## src/rtl/fifo_uart_tx.sv

```systemverilog
`timescale 1ns/1ps
// UART transmitter draining a registered-output FIFO; `FIFO_UART_TX_PARITY_EN adds an even-parity bit.
// Latency: 3 edges from IDLE sampling fifo_empty=0 to tx falling; frame (2+DATA_WIDTH[+1])*CLK_DIV cycles.
// Backpressure: fifo_empty is sampled only in IDLE, so at most one word is popped per frame.
module fifo_uart_tx #(
    parameter int DATA_WIDTH = 8,
    parameter int CLK_DIV    = 4
) (
    input  logic                  clk,
    input  logic                  rst,
    input  logic                  fifo_empty,
    input  logic [DATA_WIDTH-1:0] fifo_q,
    output logic                  fifo_re,
    output logic                  tx,
    output logic                  busy
);

    localparam int BAUD_W = (CLK_DIV > 1) ? $clog2(CLK_DIV) : 1;
    localparam logic [BAUD_W-1:0] BAUD_LAST = BAUD_W'(CLK_DIV - 1);
    localparam logic [2:0]        BIT_LAST  = 3'(DATA_WIDTH - 1);

    typedef enum logic [2:0] {
        S_IDLE   = 3'd0,
        S_FETCH  = 3'd1,
        S_WAIT   = 3'd2,
        S_START  = 3'd3,
        S_DATA   = 3'd4,
        S_STOP   = 3'd5
`ifdef FIFO_UART_TX_PARITY_EN
        , S_PARITY = 3'd6
`endif
    } state_t;

    state_t                r_state;
    state_t                w_state_nxt;
    logic [BAUD_W-1:0]     r_baud;
    logic [2:0]            r_bit;
    logic [DATA_WIDTH-1:0] r_shift;
    logic                  w_bit_end;
    logic                  w_last_bit;
    logic                  w_in_bit;
`ifdef FIFO_UART_TX_PARITY_EN
    logic                  r_parity;
`endif

    assign w_bit_end  = (r_baud == BAUD_LAST);
    assign w_last_bit = (r_bit == BIT_LAST);

    always_ff @(posedge clk) begin
        if (rst) begin
            r_state <= S_IDLE;
        end else begin
            r_state <= w_state_nxt;
        end
    end

    always_comb begin
        w_state_nxt = r_state;
        case (r_state)
            S_IDLE:  if (!fifo_empty) w_state_nxt = S_FETCH;
            S_FETCH: w_state_nxt = S_WAIT;
            S_WAIT:  w_state_nxt = S_START;
            S_START: if (w_bit_end) w_state_nxt = S_DATA;
            S_DATA: begin
                if (w_bit_end && w_last_bit) begin
`ifdef FIFO_UART_TX_PARITY_EN
                    w_state_nxt = S_PARITY;
`else
                    w_state_nxt = S_STOP;
`endif
                end
            end
`ifdef FIFO_UART_TX_PARITY_EN
            S_PARITY: if (w_bit_end) w_state_nxt = S_STOP;
`endif
            S_STOP:  if (w_bit_end) w_state_nxt = S_IDLE;
            default: w_state_nxt = S_IDLE;
        endcase
    end

    always_comb begin
        fifo_re  = (r_state == S_FETCH);
        busy     = (r_state != S_IDLE);
        w_in_bit = 1'b0;
        tx       = 1'b1;
        case (r_state)
            S_START: begin
                w_in_bit = 1'b1;
                tx       = 1'b0;
            end
            S_DATA: begin
                w_in_bit = 1'b1;
                tx       = r_shift[0];
            end
`ifdef FIFO_UART_TX_PARITY_EN
            S_PARITY: begin
                w_in_bit = 1'b1;
                tx       = r_parity;
            end
`endif
            S_STOP: w_in_bit = 1'b1;
            default: ;
        endcase
    end

    // fifo_q is valid in WAIT, one cycle after the pop issued in FETCH.
    always_ff @(posedge clk) begin
        if (rst) begin
            r_baud  <= '0;
            r_bit   <= '0;
            r_shift <= '0;
`ifdef FIFO_UART_TX_PARITY_EN
            r_parity <= 1'b0;
`endif
        end else if (r_state == S_WAIT) begin
            r_baud  <= '0;
            r_bit   <= '0;
            r_shift <= fifo_q;
`ifdef FIFO_UART_TX_PARITY_EN
            r_parity <= ^fifo_q;
`endif
        end else if (w_in_bit) begin
            if (w_bit_end) begin
                r_baud <= '0;
                if (r_state == S_DATA) begin
                    r_shift <= {1'b0, r_shift[DATA_WIDTH-1:1]};
                    r_bit   <= w_last_bit ? 3'd0 : r_bit + 3'd1;
                end
            end else begin
                r_baud <= r_baud + BAUD_W'(1);
            end
        end else begin
            r_baud <= '0;
            r_bit  <= '0;
        end
    end

endmodule

```

## config.mk

```make
export PLATFORM = sky130hd
export DESIGN_NAME = fifo_uart_tx
export DESIGN_NICKNAME = d
export VERILOG_FILES = /design/src/rtl/fifo_uart_tx.sv
export SDC_FILE = /design/constraint.sdc
export NUM_CORES = 1
export LEC_CHECK = 0
export ABC_AREA = 1
export CORE_ASPECT_RATIO = 0.9
export CORE_UTILIZATION = 54
export CTS_CLUSTER_SIZE = 8
export DETAILED_ROUTE_END_ITERATION = 6
export PLACE_DENSITY = 0.88
export SLEW_MARGIN = 15
export SYNTH_ARGS = -nofsm -noshare
export SYNTH_HDL_FRONTEND = slang
export SYNTH_SLANG_ARGS = --single-unit
```

## constraint.sdc

```tcl
create_clock -name clk -period 3.4 [get_ports clk]
set_clock_uncertainty 0.1 [all_clocks]
set_input_delay 1.02 -clock clk [delete_from_list [all_inputs] [get_ports clk]]
set_output_delay 1.02 -clock clk [all_outputs]
set_load 0.01 [all_outputs]
```

==> flow_summary.toml, run 1 <==
[floorplan]
design.core.area_um2 = 1320
design.die.area_um2 = 1680
row_count = 12
chipHeight_um = 39.0
floorplan.die.width_um = 43.1
i_o_pin_total = 14
effective_utilization_at_floorplan = 0.622

[routing]
drtAntennaViolNets = 0
drt_first_pass_iters = 5
wl_per_cell_um = 12.2
detailroute.via_count = 845
post-route-drc-count = 0
route.final.wire_length_um = 1890
viasPerCell = 5.49
drt_iter0_drc = 28

[outcome]
run_status = "finished clean"

[synthesis]
postSynthCellCount = 127
synthSimpleGateAreaFrac = 0.406
postSynthAreaPerCell_um2 = 6.47
synth_xor_area_frac = 0
synth_area_um2 = 822
yosysUniqueCellTypes = 19
muxShareOfSynthArea = 0
yosys_register_bits = 16
synth_compound_area_frac = 0.0624
combinational_family_with_the_most_area_after_synthesis = "simple AND/OR/NAND/NOR gates"
synthesized_netlist_net_count = 141
ys_seq_area_frac = 0.390
synthAdderAreaFrac = 0.0457
synthesis.yosys.warnings = 0

[worst_setup_path]
cp_cell_sequence = "nor2_1 > a31oi_1 > clkdlybuf4s50_1"
type_of_destination_of_the_critical_path = "output port"
slowest_delay_ns = 0.64
critical_path_arrival_ns = 1.85
start_kind = "flip-flop"
worst_path_dominant_cell_family = "flip-flops"
worstPathRequired_ns = 2.28
critical_path.n_buffers_inverters = 1
critPathSlowestCell = "sky130_fd_sc_hd__dfxtp_1"
timing.critical_path.fanout_max = 15
worst-setup-path-type = "flip-flop to output port"

[timing]
setup_repair_after_global_routing_missed_its_margin = "no"
max-slew-margin-rel = 0.668
slew_viol_final = 0
finalWorstPathRequiredPeriod_ns = 2.97
worstMarginPinSlew_ns = 0.498
setup_viol = 0
hold_viol_final = 0
setup_total_negative_slack_ns = 0
post-route-period-util = 0.875
max_clock_freq_ghz = 0.336

[clock_network]
clk-insertion-delay-late_ns = 0.29
clkSinkCount = 16
cts.hold.buffers_added = 0
post_cts_resize_count = 0
clk_root_buffer_cell = "sky130_fd_sc_hd__clkbuf_4"
cts_tree = "done"
clock_tree.buffer_depth = 2
cts_made_buffers = 3
cts.repair_timing.setup_buffer_count = 0
htree_levels = 1
worst_setup_hold_path_clk_slew_ns = 0.09

[power]
vdd_ir_drop_max_v = 0.000423
power.sequential.fraction = 0.396
pwr_density_cell_nw_per_um2 = 678
switchingPower_uw = 268
switching_share = 0.400
cellLeakagePower_nw = 0.458
power.internal_uw = 401
relative_contribution_of_the_clock_network_to_total_power = 0.189
power.combinational.fraction = 0.415

[layout]
layout.area.seq_um2 = 320
final_net_count = 155
multi_input_area_um2 = 423
post-route-cell-area_um2 = 987
insertedDiodeCount = 0
fraction_of_final_layout_cells_sized_beyond_drive_strength_1 = 0.0500
fin_util = 0.747
number_of_filler_instances_in_the_final_layout = 118
area.growth.synth_to_final_pct = 20.1
most_frequent_cells_in_the_layout = "sky130_fd_sc_hd__nand2_1 (29), sky130_fd_sc_hd__nor2_1 (29), sky130_fd_sc_hd__dfxtp_1 (16), sky130_fd_sc_hd__inv_1 (15), sky130_fd_sc_hd__clkdlybuf4s50_1 (13)"

[global_route]
grt_antenna_before_repair = 0
grt_remaining_overflow = 0
grt_max_degree = 16
grt_use_total = 0.270
wire_length_of_the_first_global_routing_pass_um = 3220
vias_in_the_first_global_route = 762

[placement]
gp_congestion = 0.953
i_o_buffers = 13
post_dp_cell_area_um2 = 951
detailed_place_hpwl_um = 1370

[hold_path]
hold_path_class = "flip-flop to flip-flop"

[job]
max_cap_viol_count = 0
==> cell usage after synthesis <==
cell,instances,area (µm²)
sky130_fd_sc_hd__buf_2,3,15.0
sky130_fd_sc_hd__nor3_1,4,20.0
sky130_fd_sc_hd__nand3_1,5,25.0
sky130_fd_sc_hd__o21ai_1,1,5.00
sky130_fd_sc_hd__dfxtp_1,16,320
sky130_fd_sc_hd__nor3b_1,1,7.51
sky130_fd_sc_hd__a31oi_1,1,6.26
sky130_fd_sc_hd__nand2_1,29,109
sky130_fd_sc_hd__nand4_1,7,43.8
sky130_fd_sc_hd__ha_1,3,37.5
sky130_fd_sc_hd__nand2_2,1,6.26
sky130_fd_sc_hd__nor2_1,29,109
sky130_fd_sc_hd__nor2_2,1,6.26
sky130_fd_sc_hd__nand3b_1,1,7.51
sky130_fd_sc_hd__inv_1,15,56.3
sky130_fd_sc_hd__inv_2,1,3.75
sky130_fd_sc_hd__a21oi_1,6,30.0
sky130_fd_sc_hd__clkbuf_1,1,3.75
sky130_fd_sc_hd__o21ai_0,2,10.0
==> flip-flops by register name (all words and copies together), names as in the netlist <==
| register | flops |
|---|---|
| r_bit | 3 |
| r_shift | 8 |
| r_baud | 2 |
| r_state | 3 |
==> metal layers <==
| metal | global-route usage | up-vias | part of all wire |
|---|---|---|---|
| met1 | 0.309 | 376 | 0.43 |
| li1 | - | 429 | - |
| met5 | 0 | - | 0 |
| met4 | 0.144 | 0 | 0.019 |
| met3 | 0.0748 | 7 | 0.054 |
| met2 | 0.459 | 33 | 0.50 |
==> worst register-to-register path: stages (launching register included) <==
cell and delay [ns]:
sky130_fd_sc_hd__dfxtp_1 0.35, sky130_fd_sc_hd__ha_1 0.46, sky130_fd_sc_hd__nand3_1 0.32, sky130_fd_sc_hd__nand2_2 0.24, sky130_fd_sc_hd__nor2_1 0.06, sky130_fd_sc_hd__nor2_1 0.11, sky130_fd_sc_hd__nor2_1 0.05
==> cells by family after synthesis <==
group                    count (synthesis)
AND/OR/NAND/NOR                         78
buffers and inverters                   20
flip-flops                              16
AO/OA/AOI/OAI                           10
adder cells (fa/ha/maj)                  3
==> metrics by stage <==
| step | setup WS, ns | total power, mW | hold slack [ns] | instances |
|---|---|---|---|---|
| final | 0.426 | 0.669 | 0.339 | 154 |
| after global routing | 0.303 | 0.724 | 0.377 | 154 |
| after CTS | 0.467 | 0.670 | 0.344 | 154 |
| after detailed placement | 0.789 | 0.543 | 0.331 | 150 |
| after global placement | 0.868 | 0.526 | 0.315 | 150 |
| after floorplan | 1.45 | 0.450 | 0.308 | 127 |
==> worst paths after layout <==
kind	startpoint	endpoint	slack [ns]	depth (start not counted)
worst min register to register	r_baud[0]$_SDFF_PP0_	r_baud[0]$_SDFF_PP0_	0.34	1
worst max register to register	r_baud[0]$_SDFF_PP0_	r_shift[5]$_SDFFE_PP0P_	1.60	6
worst min-delay path	r_baud[0]$_SDFF_PP0_	r_baud[0]$_SDFF_PP0_	0.34	1
worst max-delay path	r_state[2]$_SDFFE_PP0P_	tx	0.43	3
==> layout make-up <==
type,instances,share of cell area
repair buffers,13,0.132
flip-flops and latches,16,0.324
multi-input cells,91,0.428
well taps,14,0.0177
clock buffers,4,0.0368
inverters,16,0.0608
==> power groups by stage <==
stage | Combinational (mW) | Clock [mW] | Sequential [mW]
2_1_floorplan | 0.199 | 0 | 0.251
3_3_place_gp | 0.262 | 0 | 0.264
3_5_place_dp | 0.276 | 0 | 0.268
4_1_cts | 0.278 | 0.129 | 0.263
5_1_grt | 0.314 | 0.139 | 0.271
6_report | 0.278 | 0.126 | 0.265
Note: power is estimated with default switching activity, not from simulation.
==> inputs of run 2 (changes only) <==
--- a/config.mk
+++ b/config.mk
@@ -11,6 +11,7 @@
 export CTS_CLUSTER_SIZE = 8
 export DETAILED_ROUTE_END_ITERATION = 6
 export PLACE_DENSITY = 0.88
+export SKIP_CTS_REPAIR_TIMING = 1
 export SLEW_MARGIN = 15
 export SYNTH_ARGS = -nofsm -noshare
 export SYNTH_HDL_FRONTEND = slang
==> results of run 2 <==
Same layout as run 1: the final DEF is identical, and so are final timing and power.
==> inputs of run 3 (changes only) <==
--- a/config.mk
+++ b/config.mk
@@ -7,11 +7,12 @@
 export LEC_CHECK = 0
 export ABC_AREA = 1
 export CORE_ASPECT_RATIO = 0.9
-export CORE_UTILIZATION = 54
+export CORE_UTILIZATION = 38
 export CTS_CLUSTER_SIZE = 8
 export DETAILED_ROUTE_END_ITERATION = 6
-export PLACE_DENSITY = 0.88
+export PLACE_DENSITY = 0.67
 export SKIP_CTS_REPAIR_TIMING = 1
+export SKIP_LAST_GASP = 1
 export SLEW_MARGIN = 15
 export SYNTH_ARGS = -nofsm -noshare
 export SYNTH_HDL_FRONTEND = slang
==> run 3 against run 2 <==
Compared with the run above: fmax up 1.1%; largest power group unchanged; final cell count up 7.8%; power up 0.59%; largest cell class unchanged; sequential share of layout area down 0.68 points; non-clock buffer count up 1; via count down 5.8%; first-iteration DRC count up 3.6%; worst hold slack better by 0.00056 ns; register-to-register slack better by 0.05 ns; critical endpoint unchanged; die area up 40%.
==> flow_summary.toml, run 3 (same netlist as run 1, synthesis figures left out) <==
[outcome]
run_status = "finished clean"

[power]
post-layout-total-power_uw = 673
switching_share = 0.388
power.sequential.fraction = 0.390
vdd_ir_drop_max_v = 0.000384
switchingPower_uw = 261
relative_contribution_of_the_clock_network_to_total_power = 0.183
cellLeakagePower_nw = 0.463
power.internal_uw = 412
power.combinational.fraction = 0.428
pwr_density_cell_nw_per_um2 = 667

[clock_network]
clk-insertion-delay-late_ns = 0.28
cts_tree = "done"
clk_root_buffer_cell = "sky130_fd_sc_hd__clkbuf_4"
worst_setup_hold_path_clk_slew_ns = 0.09
clock_tree.buffer_depth = 2
cts_made_buffers = 3
clkSinkCount = 16
htree_levels = 1

[timing]
setup_repair_after_global_routing_missed_its_margin = "no"
slew_viol_final = 0
finalWorstPathRequiredPeriod_ns = 2.94
post-route-period-util = 0.866
hold_viol_final = 0
hold-worst-slack_ns = 0.339
max_clock_freq_ghz = 0.340
worstMarginPinSlew_ns = 0.490
setup_viol = 0
max-slew-margin-rel = 0.673
setup_total_negative_slack_ns = 0

[layout]
fraction_of_final_layout_cells_sized_beyond_drive_strength_1 = 0.0567
most_frequent_cells_in_the_layout = "sky130_fd_sc_hd__nand2_1 (29), sky130_fd_sc_hd__nor2_1 (29), sky130_fd_sc_hd__dfxtp_1 (16), sky130_fd_sc_hd__inv_1 (15), sky130_fd_sc_hd__clkdlybuf4s50_1 (13)"
insertedDiodeCount = 0
largestRegisters = "r_shift x8, r_bit x3, r_state x3"
top_register = "r_shift"
largest_reg_flops = 8
final_net_count = 156
number_of_filler_instances_in_the_final_layout = 209
area.growth.synth_to_final_pct = 22.7

[worst_setup_path]
worstPathRequired_ns = 2.28
timing.critical_path.fanout_max = 15
type_of_destination_of_the_critical_path = "output port"
worst-setup-path-type = "flip-flop to output port"
critical_path_arrival_ns = 1.82
start_kind = "flip-flop"

[routing]
detailroute.via_count = 796
drt_first_pass_iters = 5
drtAntennaViolNets = 0
viasPerCell = 4.80
post-route-drc-count = 0
drt_iter0_drc = 29
route.final.wire_length_um = 1680
wl_per_cell_um = 10.1

[global_route]
grt_antenna_before_repair = 0
grt_max_degree = 16
wire_length_of_the_first_global_routing_pass_um = 2750
grt_use_total = 0.162
vias_in_the_first_global_route = 653
grt_remaining_overflow = 0

[floorplan]
row_count = 15
effective_utilization_at_floorplan = 0.417
i_o_pin_total = 14
design.die.area_um2 = 2350
chipHeight_um = 46.1
floorplan.die.width_um = 51.0
design.core.area_um2 = 1970

[job]
max_cap_viol_count = 0

[placement]
detailed_place_hpwl_um = 1230
gp_congestion = 0.876
i_o_buffers = 13

[hold_path]
hold_path_class = "flip-flop to flip-flop"
run 3: cell type report:
class,count,area (µm²),share of cell area
Inverter,16,60.1,0.0596
Multi-Input combinational cell,91,423,0.419
Sequential cell,16,320,0.318
Clock buffer,4,36.3,0.0360
Timing Repair Buffer,14,138,0.136
Tap cell,25,31.3,0.0310
run 3: per-stage QoR:
step | setup WS [ns] | util | instance area (µm²) | instances
3_5_place_dp | 0.794 | 0.493 | 972 | 162
2_1_floorplan | 1.45 | - | 822 | 127
5_1_grt | 0.305 | 0.512 | 1010 | 166
6_report | 0.457 | 0.512 | 1010 | 166
3_3_place_gp | 0.816 | 0.493 | 972 | 162
4_1_cts | 0.473 | 0.512 | 1010 | 166
run 3: final timing paths:
check / from / to / slack (ns) / cells past startpoint
setup / recovery: r_state[2]$_SDFFE_PP0P_ / tx / 0.46 / 3
hold / removal: r_baud[0]$_SDFF_PP0_ / r_baud[0]$_SDFF_PP0_ / 0.34 / 1
setup reg to reg: r_baud[0]$_SDFF_PP0_ / r_shift[0]$_SDFFE_PP0P_ / 1.65 / 6
hold reg to reg: r_baud[0]$_SDFF_PP0_ / r_baud[0]$_SDFF_PP0_ / 0.34 / 1
run 3: layer usage:
layer  GRT usage  up-vias  routed length, µm
li1            -      432                  -
met3      0.0297        2                110
met1       0.220      336                809
met2       0.247       26                747
met4      0.0833        0                 15
met5           0        -                  0
run 3: critical path, cell delays in order (launching register included):
cell and delay [ns]:
sky130_fd_sc_hd__dfxtp_1 0.64, sky130_fd_sc_hd__nor2_1 0.18, sky130_fd_sc_hd__a31oi_1 0.17, sky130_fd_sc_hd__clkdlybuf4s50_1 0.55
run 3: power groups by stage:
stage / logic (mW) / clock network (mW) / registers, mW
floorplan: 0.199 / 0 / 0.251
global placement: 0.283 / 0 / 0.264
detailed placement: 0.287 / 0 / 0.266
CTS: 0.288 / 0.129 / 0.261
global route: 0.323 / 0.135 / 0.269
finish: 0.288 / 0.123 / 0.262
